--- config.mk ---
export PLATFORM = sky130hd
export DESIGN_NAME = vga_timing_gen
export DESIGN_NICKNAME = d
export VERILOG_FILES = /design/src/rtl/vga_timing_gen.sv
export SDC_FILE = /design/constraint.sdc
export NUM_CORES = 1
export LEC_CHECK = 0
export CORE_MARGIN = 1.5
export CORE_UTILIZATION = 56
export DETAILED_ROUTE_END_ITERATION = 10
export GPL_ROUTABILITY_DRIVEN = 1
export MAX_ROUTING_LAYER = met4
export PLACE_DENSITY = 0.84
export SLEW_MARGIN = 10
export SYNTH_ARGS = -nofsm -noshare
export SYNTH_HDL_FRONTEND = slang
export SYNTH_SLANG_ARGS = --single-unit
--- constraint.sdc ---
create_clock -name vga_clk -period 6.3 [get_ports vga_clk]
set_input_delay 0.945 -clock vga_clk [delete_from_list [all_inputs] [get_ports vga_clk]]
set_output_delay 0.945 -clock vga_clk [all_outputs]
set_load 0.1 [all_outputs]
--- src/rtl/vga_timing_gen.sv ---
// Raster timing source: pixel/line counters, registered sync/blank/strobes
// and a fixed-latency copy of sync/blank that lines up with mapper colour outputs.
module vga_timing_gen #(
    parameter int H_VISIBLE  = 640,
    parameter int H_FP       = 16,
    parameter int H_SYNC     = 96,
    parameter int H_BP       = 48,
    parameter int V_VISIBLE  = 480,
    parameter int V_FP       = 10,
    parameter int V_SYNC     = 2,
    parameter int V_BP       = 33,
    parameter int SYNC_POL   = 0,
    parameter int PIPE_DELAY = 2
) (
    input  logic       vga_clk,
    input  logic       reset,
    output logic [9:0] DrawX,
    output logic [9:0] DrawY,
    output logic       blank,
    output logic       hs,
    output logic       vs,
    output logic       line_start,
    output logic       frame_start,
    output logic [7:0] frame_count,
    output logic       hs_d,
    output logic       vs_d,
    output logic       blank_d
);
    localparam int H_TOTAL = H_VISIBLE + H_FP + H_SYNC + H_BP;
    localparam int V_TOTAL = V_VISIBLE + V_FP + V_SYNC + V_BP;

    // Window bounds are one bit wider than the counters so an edge at 1024 still compares correctly.
    localparam logic [9:0]  H_LAST   = 10'(H_TOTAL - 1);
    localparam logic [9:0]  V_LAST   = 10'(V_TOTAL - 1);
    localparam logic [10:0] H_VIS    = 11'(H_VISIBLE);
    localparam logic [10:0] V_VIS    = 11'(V_VISIBLE);
    localparam logic [10:0] HS_START = 11'(H_VISIBLE + H_FP);
    localparam logic [10:0] HS_END   = 11'(H_VISIBLE + H_FP + H_SYNC);
    localparam logic [10:0] VS_START = 11'(V_VISIBLE + V_FP);
    localparam logic [10:0] VS_END   = 11'(V_VISIBLE + V_FP + V_SYNC);
    localparam logic        ACT      = (SYNC_POL != 0);

    generate
        if (H_TOTAL > 1024 || V_TOTAL > 1024 || H_TOTAL < 1 || V_TOTAL < 1 || PIPE_DELAY < 0) begin : g_bad_cfg
            $error("vga_timing_gen: frame does not fit 10-bit counters or PIPE_DELAY is negative");
        end
    endgenerate

    logic [9:0] x_q, x_d, y_q, y_d;
    logic [7:0] fcnt_q, fcnt_d;
    logic       vis_q, vis_d;
    logic       hsync_q, hsync_d;
    logic       vsync_q, vsync_d;
    logic       lstart_q, lstart_d;
    logic       fstart_q, fstart_d;

    // Flags are decoded from the next counter values so, once registered, they describe the same pixel as DrawX/DrawY.
    always_comb begin
        x_d = (x_q == H_LAST) ? '0 : x_q + 10'd1;
        y_d = y_q;
        if (x_q == H_LAST) begin
            y_d = (y_q == V_LAST) ? '0 : y_q + 10'd1;
        end
        vis_d    = ({1'b0, x_d} < H_VIS) && ({1'b0, y_d} < V_VIS);
        hsync_d  = (({1'b0, x_d} >= HS_START) && ({1'b0, x_d} < HS_END)) ? ACT : ~ACT;
        vsync_d  = (({1'b0, y_d} >= VS_START) && ({1'b0, y_d} < VS_END)) ? ACT : ~ACT;
        lstart_d = (x_d == '0);
        fstart_d = lstart_d && (y_d == '0);
        fcnt_d   = fstart_d ? fcnt_q + 8'd1 : fcnt_q;
    end

    always_ff @(posedge vga_clk or posedge reset) begin
        if (reset) begin
            x_q      <= H_LAST;
            y_q      <= V_LAST;
            vis_q    <= 1'b0;
            hsync_q  <= ~ACT;
            vsync_q  <= ~ACT;
            lstart_q <= 1'b0;
            fstart_q <= 1'b0;
            fcnt_q   <= '0;
        end else begin
            x_q      <= x_d;
            y_q      <= y_d;
            vis_q    <= vis_d;
            hsync_q  <= hsync_d;
            vsync_q  <= vsync_d;
            lstart_q <= lstart_d;
            fstart_q <= fstart_d;
            fcnt_q   <= fcnt_d;
        end
    end

    assign DrawX       = x_q;
    assign DrawY       = y_q;
    assign blank       = vis_q;
    assign hs          = hsync_q;
    assign vs          = vsync_q;
    assign line_start  = lstart_q;
    assign frame_start = fstart_q;
    assign frame_count = fcnt_q;

    generate
        if (PIPE_DELAY == 0) begin : g_nodelay
            assign hs_d    = hsync_q;
            assign vs_d    = vsync_q;
            assign blank_d = vis_q;
        end else begin : g_delay
            logic [PIPE_DELAY-1:0] hs_pipe_q;
            logic [PIPE_DELAY-1:0] vs_pipe_q;
            logic [PIPE_DELAY-1:0] bl_pipe_q;

            // Stage 0 holds the newest sample; reset flushes every stage to the inactive level.
            always_ff @(posedge vga_clk or posedge reset) begin
                if (reset) begin
                    hs_pipe_q <= {PIPE_DELAY{~ACT}};
                    vs_pipe_q <= {PIPE_DELAY{~ACT}};
                    bl_pipe_q <= '0;
                end else begin
                    hs_pipe_q[0] <= hsync_q;
                    vs_pipe_q[0] <= vsync_q;
                    bl_pipe_q[0] <= vis_q;
                    for (int i = 1; i < PIPE_DELAY; i++) begin
                        hs_pipe_q[i] <= hs_pipe_q[i-1];
                        vs_pipe_q[i] <= vs_pipe_q[i-1];
                        bl_pipe_q[i] <= bl_pipe_q[i-1];
                    end
                end
            end

            assign hs_d    = hs_pipe_q[PIPE_DELAY-1];
            assign vs_d    = vs_pipe_q[PIPE_DELAY-1];
            assign blank_d = bl_pipe_q[PIPE_DELAY-1];
        end
    endgenerate

endmodule

==> run metrics, run 1 <==
post-synth cell types=53; worst-path maximum fanout=12; CP cell instances=clkdlybuf4s50_1; Setup-failing EPs final=0; ys flop type=dfrtp_1; # diodes=0; Crit path max-delay family=buffers and inverters; Die X=64.21 µm; vias in the first global route=1480; row count=22; PwrDens=162.8 nW/µm²; maximum root-to-sink buffer count=2; RSZ-0062 raised after global routing=no; area leader, netlist=dfrtp_1; top-area cell type share of the netlist area=27.43%; Crit path depth=1; number of enable flip-flop cells after synthesis=0; Sequential Area=996.0 µm²; filler instances=295; Min Clock Period, post-route=3.080 ns; Netlist Area Pre-Place=2098 µm²; Initial Util=57.75%; detailed router's first-iteration violation count=118; Setup Buffers After CTS=0; Remaining Overflow, GRT=0; ys async rst share=100.0%; Fin. Hold Viols=0; flops & latches, synth=39; core outline area=3633 µm²; num ports=38; post-route setup slack=3.220 ns; CP bufs+invs=1; Hold Crit Depth=0; worst skew pair latency=0.29 ns; post-route ant nets=0; crit path from=DrawX[5]; Worst Path Required=5.35 ns; sequential share of the synthesized area=47.47%; DP Wirelength=2.795 mm; Pre-Repair DR Iteration Count=4; total number of vias=1629; Ys Warns=0; Hold Crit Class=reg -> reg; setup TNS=0 ns; Layout Skew=0.006276 ns; CP arrival=2.13 ns; CTS tree=built; Reg clk slew, reported paths=0.07 ns; routed vias/inst=5.676; Max Cap Viol=0; slew margin rel.=34.80%; Layout Nets=244; routed wire length per instance=13.82 µm; pins over their slew limit=0; dpl cells=279; outcome=finished clean; Routed Wire Length=3.966 mm; CTS resizes=0; Placer Congestion=0.9069; multi-input logic area=1011 µm²; Least-Margin Pin Slew=0.9750 ns; hold_buf cts=0; CP max stage cell=clkdlybuf4s50_1; Finished Layout Cells=287; reg2reg start=DrawX[0]; Leak=1.054 nW; H-tree levels=2; Hold Slack=0.3563 ns; Worst path max stage delay=1.22 ns; Synthesized Nets=211; Crit Path Category=reg -> out; Syn Area/Cell=10.24 µm²; Peak Freq=324.7 MHz; die area=4123 µm²; main area contributors after synthesis=dfrtp_1, dfstp_2, xor2_1; Synth-to-Final Area Change=21.65%; post-route cell area=2552 µm²; total power=0.4156 mW; initial antenna violation count=0; CTS root buf=clkbuf_8; fraction of layout cells with a size suffix above 1=15.48%; Port Buf Inserts=37; Tot GR Track Use=21.68%; Die H=64.21 µm; Reg2Reg Setup Slack=3.24 ns; cts bufs inserted=5; CP Capture Point=DrawX[5]; worst-case vdd ir drop=0.0001202 V; post-synthesis cell count=205; largest net degree at the start of global routing=40; final design utilization=70.25%; placed instance area=2471 µm²; Setup crit end kind=output pin; period utilization=48.88%; post-place setup slack=3.269 ns; reg-to-reg endpoint=frame_count[1]; clk sinks=39; DRC=0; Register-to-Register Path Depth=8; global-route wire length before repair=6.727 mm; startpoint class of the critical path=register
## per-layer routing
layer  global-route usage, %  vias to the layer above  wire, µm
met5                       -                        -         0
met4                   7.181                        0        71
met3                   4.754                        8       187
met2                   32.68                       52      1806
met1                   29.30                      772      1900
li1                        -                      797         -
## worst min-delay path by stage
| stage | startpoint | slack (ns) | endpoint |
|---|---|---|---|
| finish | g_delay.vs_pipe_q[0] | 0.36 | g_delay.vs_pipe_q[1] |
| global route | g_delay.vs_pipe_q[0] | 0.37 | g_delay.vs_pipe_q[1] |
| CTS | g_delay.vs_pipe_q[0] | 0.36 | g_delay.vs_pipe_q[1] |
| detailed placement | g_delay.vs_pipe_q[0] | 0.35 | g_delay.vs_pipe_q[1] |
| global placement | g_delay.bl_pipe_q[0] | 0.33 | g_delay.bl_pipe_q[1] |
| floorplan | g_delay.bl_pipe_q[0] | 0.33 | g_delay.bl_pipe_q[1] |
## kinds of logic (layout without fill, tap and decap cells)
kind of cell,count (synthesis),in the layout,synth area share (%)
adder cells (fa/ha/maj),4,4,2.385
XOR/XNOR,22,22,9.183
AO/OA/AOI/OAI,30,30,9.839
AND/OR/NAND/NOR,87,87,24.75
flip-flops,39,39,47.47
multiplexers,4,4,2.027
buffers and inverters,19,53,4.353
## cells in the final DEF, fill, tap and decap left out, types with 2 or more instances in the layout
master	synthesis	routed
a211oi_1	3	3
nor2_1	13	13
and3_1	3	3
o21ai_0	10	10
nor4_2	2	2
dfrtp_1	23	23
ha_1	4	4
nand3_1	10	10
clkbuf_8	0	5
nor4_1	3	3
and4_1	3	3
a21oi_1	2	2
nand4_1	8	8
o31ai_1	2	2
xnor2_1	7	7
inv_1	7	7
clkdlybuf4s50_1	0	37
nor3_1	10	10
a31oi_1	2	2
clkbuf_1	4	2
and3b_1	2	2
nand2_1	16	16
dfstp_2	16	16
mux2i_1	2	2
or2_2	2	2
xor2_1	15	15
nor2b_1	2	2
## layout make-up
class,instances,area share (%)
clock inverters,1,0.1961
repair buffers,38,14.80
clock buffers,7,2.990
inverters,7,1.029
flip-flops and latches,39,39.02
multi-input cells,147,39.61
well taps,48,2.353
## Yosys cell counts (2+ instances only)
cell	instances
dfrtp_1	23
dfstp_2	16
nand2_1	16
xor2_1	15
nor2_1	13
nand3_1	10
nor3_1	10
o21ai_0	10
nand4_1	8
inv_1	7
xnor2_1	7
buf_2	4
buf_4	4
clkbuf_1	4
ha_1	4
a211oi_1	3
and3_1	3
and4_1	3
nor4_1	3
a21oi_1	2
a31oi_1	2
and3b_1	2
mux2i_1	2
nor2b_1	2
nor4_2	2
o31ai_1	2
or2_2	2
## flip-flops by register name, indices dropped and copies added (netlist names)
name / cells
DrawY: 10
g_delay.vs_pipe_q: 2
DrawX: 10
hs: 1
g_delay.hs_pipe_q: 2
g_delay.bl_pipe_q: 2
vs: 1
frame_start: 1
line_start: 1
frame_count: 8
blank: 1
## power by group
part	leakage, nW	switching, mW	internal (mW)	total, mW
Combinational	0.544	0.00461	0.000992	0.00560
Clock	0.0422	0.0816	0.0776	0.159
Sequential	0.468	0	0.251	0.251
(Power assumes the default switching activity.)
==> run 2: changes to the inputs <==
--- a/config.mk
+++ b/config.mk
@@ -6,11 +6,11 @@
 export NUM_CORES = 1
 export LEC_CHECK = 0
 export CORE_MARGIN = 1.5
-export CORE_UTILIZATION = 56
+export CORE_UTILIZATION = 47
 export DETAILED_ROUTE_END_ITERATION = 10
 export GPL_ROUTABILITY_DRIVEN = 1
 export MAX_ROUTING_LAYER = met4
-export PLACE_DENSITY = 0.84
+export PLACE_DENSITY = 0.76
 export SLEW_MARGIN = 10
 export SYNTH_ARGS = -nofsm -noshare
 export SYNTH_HDL_FRONTEND = slang
==> constraint.sdc (replaced) <==
create_clock -name vga_clk -period 2.7 [get_ports vga_clk]
set_input_delay 0.405 -clock vga_clk [delete_from_list [all_inputs] [get_ports vga_clk]]
set_output_delay 0.405 -clock vga_clk [all_outputs]
set_load 0.1 [all_outputs]
==> run metrics, run 2 (synthesis gave the netlist of run 1 again) <==
placed instance area=2635 µm² (+6.6%); Min Clock Period, post-route=2.726 ns; RSZ-0062 raised after global routing=yes; clk sinks=39 (unchanged); total power=1.067 mW (+160%); Setup-failing EPs final=2 (+2); Crit Path Category=reg -> reg; post-place setup slack=-0.03351 ns (-3.303 ns); setup TNS=-0.03481 ns (-0.03481 ns); CTS tree=built; Setup crit end kind=register; most common cell after layout, fill and taps aside=buf_4; worst skew pair latency=0.31 ns (+0.02 ns); Initial Util=48.52% (-9.2 points); maximum root-to-sink buffer count=2 (unchanged); CTS root buf=clkbuf_8; Routed Wire Length=5.097 mm (+29%); post-route setup slack=-0.02599 ns (-3.246 ns); DRC=0 (unchanged); CP arrival=2.95 ns (+0.82 ns); Hold Crit Class=reg -> reg; Finished Layout Cells=323 (+13%); die area=4874 µm² (+18%); Reg clk slew, reported paths=0.08 ns (about the same); Leak=1.290 nW (+22%); startpoint class of the critical path=register; worst-path maximum fanout=5 (-7); Port Buf Inserts=37 (unchanged); period utilization=101.0%; Placer Congestion=0.8504 (-6.2%); Hold Slack=0.3590 ns (+0.002699 ns); Layout Nets=276 (+13%); routed wire length per instance=15.78 µm (+14%); outcome=finished with violations; largest net degree at the start of global routing=40 (unchanged); Pre-Repair DR Iteration Count=4 (unchanged); Worst Path Required=2.92 ns (-2.43 ns); core outline area=4324 µm² (+19%); final design utilization=67.53% (-2.7 points); post-route ant nets=0 (unchanged); row count=24 (+9.1%); Max Cap Viol=0 (unchanged); worst-case vdd ir drop=0.0001962 V (+63%); filler instances=342 (+16%); Synth-to-Final Area Change=39.18%; dpl cells=307 (+10%); Fin. Hold Viols=0 (unchanged); PwrDens=365.3 nW/µm² (+120%); total number of vias=1810 (+11%); DP Wirelength=3.403 mm (+22%); vias in the first global route=1713 (+16%); failing checks=negative setup slack; Peak Freq=366.8 MHz; fraction of layout cells with a size suffix above 1=47.60% (+32 points); slew margin rel.=61.94% (+27 points); global-route wire length before repair=8.128 mm (+21%); pins over their slew limit=0 (unchanged); Layout Skew=0.009118 ns (+0.002841 ns); Reg2Reg Setup Slack=-0.03 ns (-3.27 ns); post-route cell area=2920 µm² (+14%); H-tree levels=2 (unchanged); routed vias/inst=5.604 (-1.3%); Least-Margin Pin Slew=0.5661 ns (-0.4088 ns); hold_buf cts=0 (unchanged); commonest cells after routing, fill and taps aside=buf_4, dfrtp_1, nand2_1, xor2_1, nor2_1; num ports=38 (unchanged); Tot GR Track Use=21.63% (-0.041 points); Die X=69.82 µm (+8.7%); # diodes=0 (unchanged); detailed router's first-iteration violation count=94 (-20%); cts bufs inserted=5 (unchanged); Die H=69.82 µm (+8.7%); Remaining Overflow, GRT=0 (unchanged); initial antenna violation count=0 (unchanged)
run 2: changes by cell type in the layout (fill, tap and decap cells not counted), sizes merged:
cell / previous run / this run
inv: 7 / 8
clkdlybuf4s50: 37 / 1
buf: 1 / 69
clkbuf: 7 / 6
run 2: final timing paths:
| path | cells past startpoint | end | start |
|---|---|---|---|
| min in group asynchronous | 3 | blank | reset |
| min | 0 | g_delay.hs_pipe_q[1] | g_delay.hs_pipe_q[0] |
| max in group asynchronous | 3 | DrawY[4] | reset |
| min reg2reg | 0 | g_delay.hs_pipe_q[1] | g_delay.hs_pipe_q[0] |
| max reg2reg | 10 | frame_count[6] | DrawY[5] |
| max | 10 | frame_count[6] | DrawY[5] |
run 2: cell type report:
cell class | instances | area, µm² | share of cell area, %
clock buffers | 6 | 93.84 | 3.213
clock inverters | 2 | 17.52 | 0.5998
inverters | 7 | 26.28 | 0.8997
multi-input cells | 147 | 1155 | 39.55
flip-flops and latches | 39 | 1023 | 35.05
well taps | 52 | 65.06 | 2.228
repair buffers | 70 | 539.3 | 18.47
run 2: power by group:
group	switching (mW)	total (mW)	leakage (nW)	internal [mW]
combinational	0.0110	0.0134	0.773	0.00232
clock	0.226	0.469	0.0569	0.243
sequential	0	0.584	0.460	0.584
run 2: worst max-delay path, cell delays in order, from the launching register on:
cell and delay (ns):
dfrtp_2 0.40, or4_4 0.54, buf_4 0.15, nor4_2 0.31, buf_4 0.20, a31oi_1 0.04
o2bb2ai_1 0.28, nand3_4 0.12, buf_6 0.17, nor4_4 0.26, xor2_1 0.18
run 2: layer usage:
layer  share of wire (%)  global-route usage, %  vias up  routed length, µm
met5                   0                      -        -                  0
met4                 1.4                  7.479        0                 69
met3                 4.2                  5.233        6                216
met2                  49                  33.65       48               2522
met1                  45                  27.84      888               2288
li1                    -                      -      868                  -
run 2: repair_timing:
action | CTS | global route
gates resized for setup | 7 | 14
buffers inserted | 3 | 5
pin swaps | 7 | 10
endpoints found under the hold margin | 0 | 0
gates cloned | 0 | 0
endpoints found under the setup margin | 7 | 9
==> patch 1: new RTL, flow settings as in run 1 <==
Reset style: synchronous (`reset`), changed in 2 clocked blocks.
--- a/src/rtl/vga_timing_gen.sv
+++ b/src/rtl/vga_timing_gen.sv
@@ -69,7 +69,7 @@
         fcnt_d   = fstart_d ? fcnt_q + 8'd1 : fcnt_q;
     end
 
-    always_ff @(posedge vga_clk or posedge reset) begin
+    always_ff @(posedge vga_clk) begin
         if (reset) begin
             x_q      <= H_LAST;
             y_q      <= V_LAST;
@@ -111,7 +111,7 @@
             logic [PIPE_DELAY-1:0] bl_pipe_q;
 
             // Stage 0 holds the newest sample; reset flushes every stage to the inactive level.
-            always_ff @(posedge vga_clk or posedge reset) begin
+            always_ff @(posedge vga_clk) begin
                 if (reset) begin
                     hs_pipe_q <= {PIPE_DELAY{~ACT}};
                     vs_pipe_q <= {PIPE_DELAY{~ACT}};
Formal check against the unedited RTL: differs if reset is asserted again (counterexample within 4 cycles, from zero or initial values and one cycle with reset high); with reset held inactive, the same outputs for 10 cycles.
==> patch 1 against run 1 <==
- setup slack worse by 440 ps
- final area is 0.25% lower
- wire length is 19% higher
- first-iteration DRC count is 50% higher
- highest routed layer unchanged
- hold slack better by 55 ps
- critical path type is now register to register
- sequential cell count stayed put
- area after synthesis is 0.18% higher
- largest cell class unchanged
Power is not compared: it rests on default switching activity, and its combinational part moved more than twofold at a synthesized area within 25%.
==> patch 1: results (changes against run 1) <==
syn avg cell area 8.476 um2 (-17%); clk slew on worst S/H paths 80 ps; commonest cells in the netlist dfxtp_1, nor2_1, a21oi_1, nand3_1, nand2_1; Nets 282 (+16%); worst slew pin tran 987.0 ps (+12.03 ps); slowest CP cell or4_1; Final HPWL DP 3.188 mm (+14%); number of distinct library cells after synthesis 55 (+3.8%); pre-CTS setup slack 2854 ps (-415.6 ps); syn_nets 254 (+20%); number of global-route vias before repair 1695 (+15%); Final GP Congestion 0.9148 (+0.87%); Post-synth EDFFs 0 (unchanged); Comb group 593 uW; Worst-Skew Late Latency 300 ps; CTS root buffer clkbuf_8; First-pass DRT Iterations 5 (+1); CTS Buf Count 5 (unchanged); crit-path leading delay family simple AND/OR/NAND/NOR gates; met1 global-route usage 31.06% (+1.8 points); vias post-DR 1953 (+20%); met3 WL 241 um (+29%); routed wl met2 2.200 mm (+22%); total power 1122 uW; I/O Buffers 37 (unchanged); largest net degree at the start of global routing 39 (-2.5%); Initial DRC Count 177 (+50%); clock skew 4.337 ps (-1.940 ps); Post-CTS Setup Bufs 0 (unchanged); worst IR drop on VDD 377.2 uV; first-pass GRT wire length 7.686 mm (+14%); placed cells 317 (+14%); critical path fanouts, max 16 (+4); wire length on met1 2.170 mm (+14%); Area contributors post-synth dfxtp_1, a21oi_1, nand3_1; M3 GR Usage 3.873% (-0.88 points); layout cell share with drive strength beyond 1 8.303% (-7.2 points); status finished clean; Finished Layout Cells 325 (+13%); Max stage delay on crit path 770 ps (-450 ps); Leak 0.0008889 uW; met2 Resource Use GR 37.24% (+4.6 points); asr flop ratio synth 0% (-100 points); register area share after synthesis 37.14% (-10 points); GRT Total Usage 24.16% (+2.5 points); diodes inserted 0 (unchanged); crit path DAT 3750 ps (+1620 ps); sequential group power 360 uW; Post-Route WL 4.718 mm (+19%)
## patch 1: cell count changes in the layout (fill, tap and decap cells not counted), moves of 4 or more
cell,before,now
or4_1,1,6
a21oi_1,2,17
dfstp_2,16,0
dfxtp_1,0,39
nand3_1,10,15
or3_1,1,5
dfrtp_1,23,0
o31ai_1,2,6
or2_2,2,6
xor2_1,15,3
nor2_1,13,20
## patch 1: cells by family (layout without fill, tap and decap cells)
| family | count (synthesis) | in the layout | share of synthesized area (%) |
|---|---|---|---|
| multiplexers | 1 | 1 | 0.5357 |
| adder cells (fa/ha/maj) | 4 | 4 | 2.381 |
| XOR/XNOR | 10 | 10 | 4.167 |
| AO/OA/AOI/OAI | 61 | 61 | 19.82 |
| AND/OR/NAND/NOR | 111 | 111 | 31.13 |
| buffers and inverters | 22 | 51 | 4.821 |
| flip-flops | 39 | 39 | 37.14 |
## patch 1: cell type report
type | instances | area [um2]
fill | 305 | 1087
inverter | 5 | 18.77
timing repair buffer | 38 | 377.9
clock inverter | 3 | 20.02
multi-input combinational | 187 | 1220
sequential | 39 | 780.7
clock buffer | 5 | 68.82
tap | 48 | 60.06
## patch 1: stage by stage
stage / util, % / instance area (um2)
2_1_floorplan: - / 2102
3_3_place_gp: 67.63 / 2457
3_5_place_dp: 67.63 / 2457
4_1_cts: 70.08 / 2546
5_1_grt: 70.08 / 2546
6_report: 70.08 / 2546
## patch 1: path summary, 6_finish.rpt
| kind | start | end | slack, ps | cells past startpoint |
|---|---|---|---|---|
| worst max-delay path | DrawX[0] | frame_count[4] | 2780 | 8 |
| worst min-delay path | g_delay.hs_pipe_q[0] | g_delay.hs_pipe_q[1] | 410 | 1 |
| worst max register to register | DrawX[0] | frame_count[4] | 2780 | 8 |
| worst min register to register | g_delay.hs_pipe_q[0] | g_delay.hs_pipe_q[1] | 410 | 1 |
==> patch 2: new RTL, settings of run 1 <==
Made on the original files. The parameter `PIPE_DELAY` goes from 2 to 4.
--- a/src/rtl/vga_timing_gen.sv
+++ b/src/rtl/vga_timing_gen.sv
@@ -10,7 +10,7 @@
     parameter int V_SYNC     = 2,
     parameter int V_BP       = 33,
     parameter int SYNC_POL   = 0,
-    parameter int PIPE_DELAY = 2
+    parameter int PIPE_DELAY = 4
 ) (
     input  logic       vga_clk,
     input  logic       reset,
Behaviour: not the same (Yosys sat finds a counterexample within 4 cycles, from zero or initial values and one cycle with reset high).
==> patch 2 against run 1 <==
- area after synthesis rose by 3.3%
- sequential share of layout area rose by 3.6 points
- final area rose by 5.9%
- hold slack barely moved
- final cell count decreased by 0.35%
- first-iteration DRC count fell by 19%
- synthesized cell count shrank 2.4%
- wire length increased by 8.0%
- sequential cell count up 6
- total power rose by 33%
- sequential power rose by 15%
- non-clock buffer count grew 1
- combinational power is 10% higher
- setup slack got worse by 170 ps
- critical endpoint is now frame_count[1]
- largest cell class is now registers
- highest routed layer unchanged
==> patch 2: results (changes against run 1) <==
Final GP Congestion 0.8700 (-4.1%); met3 WL 210 um (+12%); register area share after synthesis 53.09% (+5.6 points); internal power 449.9 uW (+37%); first-pass GRT wire length 7.238 mm (+7.6%); GRT Total Usage 22.82% (+1.1 points); routed wl met2 2.008 mm (+11%); met2 Resource Use GR 36.10% (+3.4 points); vias post-DR 1650 (+1.3%); min Tclk post-route 3254 ps (+174.1 ps); met1 global-route usage 30.22% (+0.92 points); XOR/XNOR Fraction of Synth Area 6.867% (-2.3 points); commonest cells in the netlist dfrtp_1, dfstp_2, nand2_1, nor3_1; Worst Setup SP DrawX[0]; Nets 243 (-0.41%); largest net degree at the start of global routing 46 (+15%); sequential group power 289 uW (+15%); crit-path leading delay family simple AND/OR/NAND/NOR gates; status finished clean; Initial DRC Count 96 (-19%); slew margin rel. 34.79% (about the same); r2r setup slk 3050 ps (-190 ps); syn_nets 206 (-2.4%); placed cells 278 (-0.36%); Post-Synth Adder-Cell Area 2.308% (-0.077 points); Final HPWL DP 3.008 mm (+7.6%); wire length on met1 2.024 mm (+6.5%); clock skew 8.623 ps (+2.347 ps); Finished Layout Cells 286 (-0.35%); Max stage delay on crit path 590 ps (-630 ps); Leak 0.001097 uW (+4.1%); syn avg cell area 10.84 um2 (+5.9%); slowest CP cell dfstp_2; number of global-route vias before repair 1533 (+3.6%); Area contributors post-synth dfrtp_1, dfstp_2, xor2_1; number of distinct library cells after synthesis 51 (-3.8%); DR WL/cell 14.98 um (+8.4%); HP Start g_delay.bl_pipe_q[2]; CP endpoint kind register; critical path fanouts, max 9 (-3); pre-CTS setup slack 3073 ps (-196.7 ps); crit path DAT 3430 ps (+1300 ps); WHS Endpoint g_delay.bl_pipe_q[3]; M3 GR Usage 5.479% (+0.73 points)
==> patch 2: cell types whose count changed in the layout (fill, tap and decap cells not counted), sizes merged, moves of 2 or more <==
cell,before,now
nand2,16,14
dfstp,16,20
a21oi,2,4
or2,2,4
xor2,15,10
dfrtp,23,25
bufinv,0,2
o21ai,11,6
and3b,2,0
inv,7,9
and3,3,5
nand4,10,5
or3,1,5
clkbuf,7,5
==> patch 2: final cells by class <==
type                    instances  share of cell area (%)
clock buffers                   5                   2.545
flip-flops and latches         45                   42.57
repair buffers                 39                   14.25
multi-input cells             138                   34.75
clock inverters                 3                   2.545
well taps                      48                   2.221
inverters                       8                   1.111
==> patch 2: stage by stage <==
stage,utilization (%),area (um2),hold slack [ps]
3_3_place_gp,69.57,2566,334.2
3_5_place_dp,69.57,2566,339.7
6_report,73.30,2704,356.3
4_1_cts,73.30,2704,359.5
2_1_floorplan,-,2168,331.2
5_1_grt,73.30,2704,363.7
